$ cat src/rtl/i2c_reg_file_ctrl_if.sv
// Byte-strobe link between the I2C slave engine (master modport) and the register-file controller (slave modport).
// Every strobe is a single-cycle pulse; i2c_data_tx and stall flow back from the controller.
interface i2c_reg_file_ctrl_if;
    logic [7:0] i2c_addr_rw;
    logic       i2c_addr_rw_valid_stb;
    logic [7:0] i2c_data_rx;
    logic       i2c_data_rx_valid_stb;
    logic [7:0] i2c_data_tx;
    logic       i2c_data_tx_loaded_stb;
    logic       i2c_data_tx_done_stb;
    logic       i2c_error_stb;
    logic       stall;

    modport master (
        output i2c_addr_rw, i2c_addr_rw_valid_stb, i2c_data_rx, i2c_data_rx_valid_stb,
        output i2c_data_tx_loaded_stb, i2c_data_tx_done_stb, i2c_error_stb,
        input  i2c_data_tx, stall
    );

    modport slave (
        input  i2c_addr_rw, i2c_addr_rw_valid_stb, i2c_data_rx, i2c_data_rx_valid_stb,
        input  i2c_data_tx_loaded_stb, i2c_data_tx_done_stb, i2c_error_stb,
        output i2c_data_tx, stall
    );
endinterface

$ cat src/rtl/i2c_reg_file_ctrl.sv
// Pointer-addressed I2C register file: RW registers at 0..NUM_REGS-1, RO inputs at RO_BASE+k; tx byte one cycle behind ptr.
// Stall is held two cycles after each tx load while tx refreshes; I2C_REG_AUTOINC_EN enables pointer auto-increment.
module i2c_reg_file_ctrl #(
    parameter int         NUM_REGS  = 4,
    parameter int         NUM_RO    = 2,
    parameter int         RO_BASE   = 'h80,
    parameter logic [7:0] RESET_VAL = 8'h00,
    localparam int        RO_W      = (NUM_RO > 0) ? 8 * NUM_RO : 8
) (
    input  logic                  clk,
    input  logic                  rst,
    i2c_reg_file_ctrl_if.slave    bus,
    input  logic [RO_W-1:0]       ro_in_i,
    output logic [8*NUM_REGS-1:0] reg_out_o,
    output logic                  wr_stb_o,
    output logic [7:0]            wr_addr_o,
    output logic [7:0]            ptr_o
);

    typedef enum logic [1:0] {ST_IDLE, ST_PTR, ST_WDATA, ST_RDATA} state_e;

    state_e     state_q, state_d;
    logic [7:0] ptr_q, ptr_d;
    logic [7:0] regs_q [NUM_REGS];
    logic [7:0] regs_d [NUM_REGS];
    logic       wr_stb_q, wr_stb_d;
    logic [7:0] wr_addr_q, wr_addr_d;
    logic [7:0] tx_q, tx_d;
    logic [1:0] stall_cnt_q, stall_cnt_d;
    logic [7:0] rd_dat;
    logic       unused_sigs;

    assign unused_sigs = ^{bus.i2c_data_tx_done_stb, bus.i2c_addr_rw[7:1]};

    // Read map; unmapped pointers return zero.
    always_comb begin
        rd_dat = 8'h00;
        for (int k = 0; k < NUM_REGS; k++) begin
            if (ptr_q == 8'(k)) rd_dat = regs_q[k];
        end
        for (int k = 0; k < NUM_RO; k++) begin
            if (32'(ptr_q) == 32'(RO_BASE + k)) rd_dat = ro_in_i[8*k +: 8];
        end
    end

    always_comb begin
        state_d     = state_q;
        ptr_d       = ptr_q;
        regs_d      = regs_q;
        wr_stb_d    = 1'b0;
        wr_addr_d   = wr_addr_q;
        tx_d        = rd_dat;
        stall_cnt_d = (stall_cnt_q != 2'd0) ? stall_cnt_q - 2'd1 : 2'd0;

        if (bus.i2c_error_stb) begin
            state_d     = ST_IDLE;
            stall_cnt_d = 2'd0;
        end else if (bus.i2c_addr_rw_valid_stb) begin
            // Repeated start lands here too; ptr is kept so a read can follow a pointer write.
            state_d = bus.i2c_addr_rw[0] ? ST_RDATA : ST_PTR;
        end else begin
            case (state_q)
                ST_PTR: begin
                    if (bus.i2c_data_rx_valid_stb) begin
                        ptr_d   = bus.i2c_data_rx;
                        state_d = ST_WDATA;
                    end
                end
                ST_WDATA: begin
                    if (bus.i2c_data_rx_valid_stb) begin
                        if (32'(ptr_q) < 32'(NUM_REGS)) begin
                            for (int k = 0; k < NUM_REGS; k++) begin
                                if (ptr_q == 8'(k)) regs_d[k] = bus.i2c_data_rx;
                            end
                            wr_stb_d  = 1'b1;
                            wr_addr_d = ptr_q;
                        end
`ifdef I2C_REG_AUTOINC_EN
                        ptr_d = ptr_q + 8'd1;
`endif
                    end
                end
                ST_RDATA: begin
                    if (bus.i2c_data_tx_loaded_stb) begin
                        stall_cnt_d = 2'd2;
`ifdef I2C_REG_AUTOINC_EN
                        ptr_d = ptr_q + 8'd1;
`endif
                    end
                end
                default: ;
            endcase
        end
    end

    always_ff @(posedge clk) begin
        if (rst) begin
            state_q     <= ST_IDLE;
            ptr_q       <= 8'h00;
            for (int k = 0; k < NUM_REGS; k++) regs_q[k] <= RESET_VAL;
            wr_stb_q    <= 1'b0;
            wr_addr_q   <= 8'h00;
            tx_q        <= RESET_VAL;
            stall_cnt_q <= 2'd0;
        end else begin
            state_q     <= state_d;
            ptr_q       <= ptr_d;
            regs_q      <= regs_d;
            wr_stb_q    <= wr_stb_d;
            wr_addr_q   <= wr_addr_d;
            tx_q        <= tx_d;
            stall_cnt_q <= stall_cnt_d;
        end
    end

    always_comb begin
        reg_out_o = '0;
        for (int k = 0; k < NUM_REGS; k++) reg_out_o[8*k +: 8] = regs_q[k];
    end

    assign bus.i2c_data_tx = tx_q;
    assign bus.stall       = (stall_cnt_q != 2'd0);
    assign wr_stb_o        = wr_stb_q;
    assign wr_addr_o       = wr_addr_q;
    assign ptr_o           = ptr_q;

endmodule

$ cat src/flat_wrapper.sv
// flat-port wrapper written by rule: the top's interface ports become plain ports
module i2c_reg_file_ctrl_flat 
#(
    parameter int         NUM_REGS  = 4,
    parameter int         NUM_RO    = 2,
    parameter int         RO_BASE   = 'h80,
    parameter logic [7:0] RESET_VAL = 8'h00,
    localparam int        RO_W      = (NUM_RO > 0) ? 8 * NUM_RO : 8
)
  (clk, rst, ro_in_i, reg_out_o, wr_stb_o, wr_addr_o, ptr_o, bus_i2c_addr_rw, bus_i2c_addr_rw_valid_stb, bus_i2c_data_rx, bus_i2c_data_rx_valid_stb, bus_i2c_data_tx_loaded_stb, bus_i2c_data_tx_done_stb, bus_i2c_error_stb, bus_i2c_data_tx, bus_stall);
  i2c_reg_file_ctrl_if bus_i ();
  input  logic clk;
  input  logic rst;
  input  logic [RO_W-1:0] ro_in_i;
  output logic [8*NUM_REGS-1:0] reg_out_o;
  output logic wr_stb_o;
  output logic [7:0] wr_addr_o;
  output logic [7:0] ptr_o;
  input wire logic [$bits(bus_i.i2c_addr_rw)-1:0] bus_i2c_addr_rw;
  input wire logic [$bits(bus_i.i2c_addr_rw_valid_stb)-1:0] bus_i2c_addr_rw_valid_stb;
  input wire logic [$bits(bus_i.i2c_data_rx)-1:0] bus_i2c_data_rx;
  input wire logic [$bits(bus_i.i2c_data_rx_valid_stb)-1:0] bus_i2c_data_rx_valid_stb;
  input wire logic [$bits(bus_i.i2c_data_tx_loaded_stb)-1:0] bus_i2c_data_tx_loaded_stb;
  input wire logic [$bits(bus_i.i2c_data_tx_done_stb)-1:0] bus_i2c_data_tx_done_stb;
  input wire logic [$bits(bus_i.i2c_error_stb)-1:0] bus_i2c_error_stb;
  output wire logic [$bits(bus_i.i2c_data_tx)-1:0] bus_i2c_data_tx;
  output wire logic [$bits(bus_i.stall)-1:0] bus_stall;
  assign bus_i.i2c_addr_rw = bus_i2c_addr_rw;
  assign bus_i.i2c_addr_rw_valid_stb = bus_i2c_addr_rw_valid_stb;
  assign bus_i.i2c_data_rx = bus_i2c_data_rx;
  assign bus_i.i2c_data_rx_valid_stb = bus_i2c_data_rx_valid_stb;
  assign bus_i.i2c_data_tx_loaded_stb = bus_i2c_data_tx_loaded_stb;
  assign bus_i.i2c_data_tx_done_stb = bus_i2c_data_tx_done_stb;
  assign bus_i.i2c_error_stb = bus_i2c_error_stb;
  assign bus_i2c_data_tx = bus_i.i2c_data_tx;
  assign bus_stall = bus_i.stall;
  i2c_reg_file_ctrl #(.NUM_REGS(NUM_REGS), .NUM_RO(NUM_RO), .RO_BASE(RO_BASE), .RESET_VAL(RESET_VAL)) u_core (.clk(clk), .rst(rst), .bus(bus_i), .ro_in_i(ro_in_i), .reg_out_o(reg_out_o), .wr_stb_o(wr_stb_o), .wr_addr_o(wr_addr_o), .ptr_o(ptr_o));
endmodule
$ cat config.mk
export PLATFORM = sky130hd
export DESIGN_NAME = i2c_reg_file_ctrl_flat
export DESIGN_NICKNAME = d
export VERILOG_FILES = /design/src/rtl/i2c_reg_file_ctrl_if.sv /design/src/rtl/i2c_reg_file_ctrl.sv /design/src/flat_wrapper.sv
export SDC_FILE = /design/constraint.sdc
export NUM_CORES = 1
export LEC_CHECK = 0
export BUFFER_PORTS_ARGS = -buffer_cell sky130_fd_sc_hd__buf_2
export CORE_ASPECT_RATIO = 2
export CORE_MARGIN = 2
export CORE_UTILIZATION = 53
export DETAILED_ROUTE_END_ITERATION = 10
export PLACE_DENSITY = 0.85
export SLEW_MARGIN = 10
export SYNTH_ARGS = -nofsm -noshare
export SYNTH_HDL_FRONTEND = slang
export SYNTH_SLANG_ARGS = --single-unit
$ cat constraint.sdc
create_clock -name clk -period 4.9 [get_ports clk]
set_clock_uncertainty 0.2 [all_clocks]
set_input_delay 0 -clock clk [delete_from_list [all_inputs] [get_ports clk]]
set_output_delay 0 -clock clk [all_outputs]
set_load 0.02 [all_outputs]
==> run_results.csv <==
group,metric,value,unit
pwr,power.density_cell_area,304,nW/um^2
floorplanning,die-width,53.8,um
clock_tree,cts-buffers-inserted,9,
timing,final-max-slew-violation-count,0,
synthesis,post_synth_inst_count,237,
global_route,global_route.overflow_total,0,
worst_setup_path,worst-endpoint-arrival,2.59,ns
final_layout,most-common-layout-cells,"sky130_fd_sc_hd__buf_2 (88), sky130_fd_sc_hd__dfxtp_1 (61), sky130_fd_sc_hd__mux2i_1 (42)",
synthesis,ys_ff_latch,61,
worst_hold_path,min_from,"rst",
routing,vias_per_cell,5.27,
synthesis,async_reset_ff_share,0,%
routing,drt_first_iter_violations,65,
final_layout,antenna_cells_inserted,0,
global_route,grt_pass1_wl,10.7,mm
timing,final_critical_delay_including_setup_and_external_delays,2.60,ns
timing,rsz0062_at_grt,"false",
clock_tree,tritoncts,"yes",
synthesis,yosysTopAreaCell,"sky130_fd_sc_hd__dfxtp_1",
floorplanning,fp.dieH,104,um
place,portBuffers,88,
final_layout,post_route_cells_drive_above_1_share,37.2,%
floorplanning,core-area,4820,um^2
timing,final_min_period_over_clock_period,53.1,%
floorplanning,boundaryPins,97,
worst_hold_path,min-delay-path-class,"in2reg",
place,gp_routability_congestion,0.775,
synthesis,syn-num-nets,276,
synthesis,synth_top_cell_area_share,46.5,%
clock_tree,cts.sinks,61,
final_layout,final_common_cell,"sky130_fd_sc_hd__buf_2",
routing,antenna_left,0,
timing,maxSlewHeadroom,33.1,%
synthesis,synth.yosys.seq_area_share,46.5,%
clock_tree,cts_resized,0,
clock_tree,clock_tree.root_cell,"sky130_fd_sc_hd__clkbuf_8",
worst_setup_path,worst_ep_required_time,4.89,ns
worst_setup_path,startpoint_type,"register",
routing,drt_wl_total,6.71,mm
floorplanning,floorplan.die_area,5570,um^2
place,placed_cell_area,3080,um^2
final_layout,fillers,358,
floorplanning,floorplan.initialDensity,54.5,%
pwr,max-vdd-ir-drop,292,uV
synthesis,synth.area.top_cells,"sky130_fd_sc_hd__dfxtp_1 (47%), sky130_fd_sc_hd__mux2i_1 (16%), sky130_fd_sc_hd__mux4_2 (6.9%)",
worst_setup_path,cp-end-kind,"register",
synthesis,synth_cell_type_count,30,
pwr,static-leakage-power,1.80,nW
routing,drc_errors,0,
place,dpl_wire_length,4.42,mm
clock_tree,cts.clk_slew.worst_paths,0.07,ns
global_route,initial_antenna_violation_count,0,
final_layout,area.growth.synth_to_final,38.3,%
worst_setup_path,crit_fanout,13,
worst_setup_path,crit_path_from,"u_core.ptr_o[0]",
floorplanning,std_cell_rows,36,
worst_setup_path,critical_path_class,"reg2reg",
final_layout,nets,392,
clock_tree,clockBufferDepth,2,
status,result_of_the_run,"completed",
routing,drt_pre_antenna_iters,4,
synthesis,synth_enable_flop_cells,0,
global_route,global_route.usage.total,26.6,%
worst_setup_path,worst_r2r_startpoint,"u_core.ptr_o[0]",
synthesis,yosys_warnings,0,
timing,final-setup-viol-count,0,
routing,wl_per_cell,16.2,um
final_layout,stdcell_area,3630,um^2
global_route,grt_pass1_vias,2228,
clock_tree,cts.htree.levels,3,
timing,max_freq,384,MHz
flow_run,maxCapViolCount,0,
timing,worst-slew-pin-transition,1.00,ns
clock_tree,post_cts_buffers,0,
synthesis,syn_area_per_cell,11.1,um^2
routing,via_count,2186,
timing,hold_viol,0,
synthesis,synth_area,2630,um^2
synthesis,top_ff_cell_synth,"sky130_fd_sc_hd__dfxtp_1",
clock_tree,worstSkewPairLatency,0.35,ns
global_route,grt_start_max_net_pins,65,
clock_tree,holdBufCountCts,31,
timing,fin_tns_setup,0,ns
## worst max-delay path, cell delays in order (launching register included)
cell and delay (ns):
sky130_fd_sc_hd__dfxtp_1 0.73, sky130_fd_sc_hd__buf_4 0.35, sky130_fd_sc_hd__mux2_2 0.36, sky130_fd_sc_hd__dlygate4sd3_1 0.56, sky130_fd_sc_hd__a22oi_1 0.18, sky130_fd_sc_hd__nor2_1 0.08
## cell usage after synthesis (2+ instances only)
| cell type | n |
|---|---|
| sky130_fd_sc_hd__nand2b_1 | 25 |
| sky130_fd_sc_hd__nor2b_1 | 2 |
| sky130_fd_sc_hd__nor3_4 | 2 |
| sky130_fd_sc_hd__a22oi_1 | 8 |
| sky130_fd_sc_hd__buf_2 | 2 |
| sky130_fd_sc_hd__mux2i_1 | 42 |
| sky130_fd_sc_hd__nor3_1 | 3 |
| sky130_fd_sc_hd__nor3b_1 | 2 |
| sky130_fd_sc_hd__buf_4 | 3 |
| sky130_fd_sc_hd__mux2_2 | 8 |
| sky130_fd_sc_hd__clkbuf_1 | 9 |
| sky130_fd_sc_hd__a21oi_1 | 3 |
| sky130_fd_sc_hd__nor2_1 | 37 |
| sky130_fd_sc_hd__nand4_2 | 2 |
| sky130_fd_sc_hd__and2_1 | 7 |
| sky130_fd_sc_hd__dfxtp_1 | 61 |
| sky130_fd_sc_hd__mux4_2 | 8 |
## registers in the layout, indices dropped and copies added (netlist names)
signal and flops:
u_core.bus.i2c_data_tx 8, u_core.ptr_o 8, u_core.reg_out_o 32, u_core.stall_cnt_q 2
u_core.state_q 2, u_core.wr_addr_o 8, u_core.wr_stb_o 1
## area by class of cell
type                    count  area [um^2]  area share [%]
multi-input cells         161         1340            36.8
flip-flops and latches     61         1220            33.6
repair buffers            120          758            20.9
clock buffers              13          179            4.93
well taps                  57         71.3            1.96
clock inverters             3         65.1            1.79
## cell families after synthesis
logic type,after synthesis,share of synthesized area [%]
and+or+nand+nor,90,20.8
DFF,61,46.5
muxes,58,26.3
buffers and inverters,15,2.96
AOI/OAI and AO/OA,13,3.43
## power breakdown
part / internal (W) / switching [W]
registers: 0.000498 / 0.00000252
clock network: 0.000341 / 0.000195
logic: 0.0000372 / 0.0000290
total: 0.000876 / 0.000227
## routing by layer
metal	vias up	global-route usage, %	wire length, um
li1	1062	-	-
met1	1048	29.0	2490
met2	63	44.3	3740
met3	13	7.06	304
met4	0	13.9	177
met5	-	0	0
## stage by stage
stage,total power (W),hold WS [ns],util [%],worst slack [ns],cells
after floorplan,0.000537,-0.121,-,3.06,237
after global placement,0.000557,0.00664,63.8,2.53,368
after detailed placement,0.000558,0.0102,63.8,2.48,368
after CTS,0.00111,0.0997,75.3,2.27,415
after global routing,0.00114,0.160,75.3,2.19,415
final,0.00110,0.0979,75.3,2.30,415
## final timing paths
check	end	cells past startpoint	slack, ns
max	u_core.bus.i2c_data_tx[6]	5	2.30
min	u_core.reg_out_o[25]	2	0.1
max reg2reg	u_core.bus.i2c_data_tx[6]	5	2.30
min reg2reg	u_core.wr_addr_o[6]	1	0.25
(Power assumes the default switching activity.)
